==> src/rtl/stream_credit_tx.sv <==
// Credit-gated transmit end of a point-to-point link: forwards each accepted upstream
// beat as a registered one-cycle pulse, spending one credit per beat.
module stream_credit_tx #(
  parameter int unsigned DATA_WIDTH = 32,
  parameter int unsigned CREDITS    = 4,
  localparam int unsigned CNT_W     = $clog2(CREDITS + 1)
) (
  input  logic                  clk,
  input  logic                  rst,
  input  logic                  s_valid_i,
  output logic                  s_ready_o,
  input  logic [DATA_WIDTH-1:0] s_data_i,
  input  logic                  stop_i,
  output logic                  tx_valid_o,
  output logic [DATA_WIDTH-1:0] tx_data_o,
  input  logic                  crd_rtn_i,
  output logic [CNT_W-1:0]      credit_o,
  output logic                  idle_o,
  output logic                  err_o
);

  localparam logic [CNT_W-1:0] CREDIT_MAX = CNT_W'(CREDITS);

  logic [CNT_W-1:0]      credit_q;
  logic                  tx_valid_q;
  logic [DATA_WIDTH-1:0] tx_data_q;
  logic                  err_q;
  logic                  send;
  logic                  overflow;

  // Ready looks only at registered credit and stop_i, so a return this cycle
  // cannot be spent until the next one.
  assign s_ready_o = (credit_q != '0) && !stop_i;
  assign send      = s_valid_i && s_ready_o;
  assign overflow  = !send && crd_rtn_i && (credit_q == CREDIT_MAX);

  always_ff @(posedge clk) begin
    if (rst) begin
      credit_q   <= CREDIT_MAX;
      tx_valid_q <= 1'b0;
      tx_data_q  <= '0;
      err_q      <= 1'b0;
    end else begin
      tx_valid_q <= send;
      if (send) begin
        tx_data_q <= s_data_i;
      end
      if (send && !crd_rtn_i) begin
        credit_q <= credit_q - CNT_W'(1);
      end else if (!send && crd_rtn_i && (credit_q != CREDIT_MAX)) begin
        credit_q <= credit_q + CNT_W'(1);
      end
      if (overflow) begin
        err_q <= 1'b1;
      end
    end
  end

  assign tx_valid_o = tx_valid_q;
  assign tx_data_o  = tx_data_q;
  assign credit_o   = credit_q;
  assign err_o      = err_q;
  assign idle_o     = (credit_q == CREDIT_MAX) && !tx_valid_q;

endmodule

==> config.mk <==
export PLATFORM = sky130hd
export DESIGN_NAME = stream_credit_tx
export DESIGN_NICKNAME = d
export VERILOG_FILES = /design/src/rtl/stream_credit_tx.sv
export SDC_FILE = /design/constraint.sdc
export NUM_CORES = 1
export LEC_CHECK = 0
export BUFFER_PORTS_ARGS = -buffer_cell sky130_fd_sc_hd__buf_2
export CAP_MARGIN = 15
export CORE_MARGIN = 2
export CORE_UTILIZATION = 30
export DETAILED_ROUTE_END_ITERATION = 6
export PLACE_DENSITY = 0.65
export SETUP_SLACK_MARGIN = 0.2
export SLEW_MARGIN = 0
export SYNTH_ARGS = -nofsm -noshare
export SYNTH_HDL_FRONTEND = slang
export SYNTH_SLANG_ARGS = --single-unit
export TNS_END_PERCENT = 10
==> constraint.sdc <==
create_clock -name clk -period 5.3 [get_ports clk]
set_clock_uncertainty 0.1 [all_clocks]
set_input_delay 0.53 -clock clk [delete_from_list [all_inputs] [get_ports clk]]
set_output_delay 0.53 -clock clk [all_outputs]
set_load 0.005 [all_outputs]
==> run summary <==
* ranking of synthesized cells by instance count: dfxtp_1 (37), a21oi_2 (30), nand3_2 (30), o21ai_1 (28), buf_2 (10)
* DRC violation count after routing: 0
* initial detailed-routing violation count: 35
* worst IR drop on VDD: 111 uV
* post-cts gate resize count: 0
* Crit Path Class: register to output pin
* clock transition at the register clock pins on the worst setup and hold paths after CTS: 80 ps
* proportion of layout cells with a drive suffix above 1: 58.9%
* RR Endpoint: credit_o[2]
* setup repair after global routing missed its margin: no
* cells along the critical path: nor3_4 -> buf_4 -> nor2_1 -> buf_2
* crit-path max cell delay: 400 ps
* total of max-cap violations: 0
* arrival time at the worst endpoint: 1490 ps
* number of enable-type register cells in the synthesized netlist: 0
* Port Buf Inserts: 75
* wire length of the first global-routing pass: 7680 um
* diode insertion count for antenna repair: 0
* Post-Synthesis Cells: 189
* Final HPWL DP: 2900 um
* min Tclk post-route: 2120 ps
* Detailed Route WL: 4550 um
* leakage: 0.914 nW
* Placer Congestion: 0.705
* endpoints failing setup: 0
* number of global-route vias before repair: 1,637
* Synth Area per Inst: 10.1 um^2
* width of the chip: 83.6 um
* count of cell types in the netlist: 38
* cell at the root of the clock tree: clkbuf_8
* register share of total power: 49.7%
* share of flip-flops with an asynchronous set or reset: 0%
* Initial Utilization: 31.5%
* Critical Path Fanout Max: 35
* length in cells of the worst reg-to-reg path: 6
* post-CTS setup buffer count: 0
* filler cell count in the final layout: 622
* Logic pwr share: 19.5%
* per-cell routed wire length: 13.9 um
* floorplan die area: 6990 um^2
* count of state elements after synthesis: 37
* Worst R2R Start: credit_o[2]
* most used flip-flop cell after synthesis: dfxtp_1
* number of antenna violations at the first check in global routing: 0
* post-synthesis net count: 227
* clock tree from TritonCTS: done
* Final Cycle Share: 40.0%
* class of the tightest hold or removal check: input port to register
* Synth Cell Area: 1900 um^2
* Internal Dissipation: 0.000431 W
* pin count of the biggest net entering global routing: 40
* register-to-register setup slack: 3270 ps
* startpoint types: register
* die outline height: 83.6 um
* headroom to the max-slew limit: 31.9%
* Fmax achieved: 0.471 GHz
* hold endpoint: tx_data_o[4]
* total power consumption of the routed design: 0.000613 W
* iteration count of the initial detailed-routing pass: 4
* fraction of synthesized cell area taken by the top area cell type: 39.0%
* total power per unit cell area: 264 nW/um^2
* vias per cell: 4.98
* GRT Overall Usage: 13.2%
* transition time at the pin with the least slew margin: 1020 ps
* switching fraction of total power: 29.7%
* Setup Total Neg Slack: 0 ps
* total of warnings raised by yosys: 0
* Sw Pwr: 0.000182 W
* placement row count: 28
* number of hold-slack violations in the final timing report: 0
* cell with the most instances after synthesis: dfxtp_1
* Seq/Total Area, Yosys: 39.0%
* Longest Clk Path Bufs: 2
* WP data required: 4670 ps
* H-tree depth: 2
* placed instance area: 2250 um^2
* highest-delay cell along the critical path: dfxtp_1
* largest cells by area after synthesis: dfxtp_1 (39%), nand3_2 (16%), a21oi_2 (14%)
* Ports: 76
* Hold Path Depth: 3
* TritonCTS buffer count: 5
* final design area excluding fillers: 2320 um^2
* worst hold path startpoint: s_data_i[4]
* CTS Sinks: 37
* Final Max Tran Viols: 0
* final antenna-violating net count: 0
* Post-CTS Hold Fix Bufs: 0
* run status: complete, no violations
* area growth from synthesis to layout: 22.1%
* critical path endpoint category: output pin
* Net count, final: 292
* power share of the clock group: 30.8%
* total via count after detailed routing: 1,635
* remaining global-route overflow: 0
* clock latency of the later-clocked register in the worst-skew pair: 280 ps
* core area: 6030 um^2
* biggest area consumer among synthesized cells: dfxtp_1
==> placed cells by master, fill, tap and decap left out, drive strengths merged <==
cell type and count:
a21oi 32, a2bb2oi 1, a31oi 1, a41oi 1
and3b 1, buf 78, clkbuf 5, clkinv 1
dfxtp 37, fa 1, inv 3, mux2 1
mux2i 1, nand2 1, nand2b 3, nand3 32
nand3b 2, nor2 5, nor2b 1, nor3 2
o211ai 1, o21ai 32, o221ai 1, o22ai 1
o32a 1, o32ai 1, or2 1, or3 3
or3b 1, xnor2 1, xor2 1
==> critical path: cells and delay by family (launching register included) <==
family / cells / cell delay (ps)
buffers and inverters: 2 / 510
DFF: 1 / 400
and+or+nand+nor: 2 / 290
==> area by class of cell <==
cell class | count | area [um^2] | area share [%]
Tap cell | 75 | 93.8 | 4.05
Timing Repair Buffer | 78 | 398 | 17.2
Inverter | 3 | 11.3 | 0.485
Clock buffer | 5 | 68.8 | 2.97
Sequential cell | 37 | 741 | 31.9
Multi-Input combinational cell | 129 | 1000 | 43.2
Clock inverter | 1 | 5.00 | 0.216
==> worst max path at each step <==
stage | startpoint | endpoint | depth (start not counted)
4_1_cts | credit_o[2] | s_ready_o | 4
2_1_floorplan | stop_i | credit_o[2] | 7
3_3_place_gp | s_valid_i | credit_o[1] | 5
6_report | credit_o[2] | s_ready_o | 4
3_5_place_dp | stop_i | credit_o[2] | 7
5_1_grt | credit_o[2] | s_ready_o | 4
==> power groups by stage <==
| stage | clock network, W | logic [W] | registers [W] |
|---|---|---|---|
| after floorplan | 0 | 0.0000836 | 0.000312 |
| after global placement | 0 | 0.000121 | 0.000311 |
| after detailed placement | 0 | 0.000121 | 0.000311 |
| after CTS | 0.000198 | 0.000122 | 0.000305 |
| after global routing | 0.000209 | 0.000133 | 0.000307 |
| final | 0.000189 | 0.000120 | 0.000305 |
==> stage by stage <==
stage	hold WS (ps)	cells	setup slack [ps]	util, %
2_1_floorplan	365	189	3110	-
3_3_place_gp	361	322	2990	37.3
3_5_place_dp	367	322	2990	37.3
4_1_cts	365	328	3130	38.5
5_1_grt	365	328	3070	38.5
6_report	376	328	3180	38.5
==> state kept, by name, summed over array words and instances, names as in the netlist <==
register,cells
credit_o,3
tx_valid_o,1
tx_data_o,32
err_o,1
==> metal layers <==
layer / wire length [um] / GRT usage, %
met4: 30 / 3.23
met2: 2120 / 22.1
met3: 263 / 3.86
met1: 2140 / 16.6
met5: 0 / 0
==> logic make-up (layout without fill, tap and decap cells) <==
logic type | Yosys count | count (layout) | synth area share [%]
AOI/OAI and AO/OA | 72 | 72 | 26.2
xor gates and xnor gates | 2 | 2 | 0.922
adders and majority gates | 1 | 1 | 1.05
buffers and inverters | 23 | 87 | 8.76
DFF | 37 | 37 | 39.0
muxes | 2 | 2 | 1.12
and+or+nand+nor | 52 | 52 | 23.0
(Power assumes the default switching activity.)
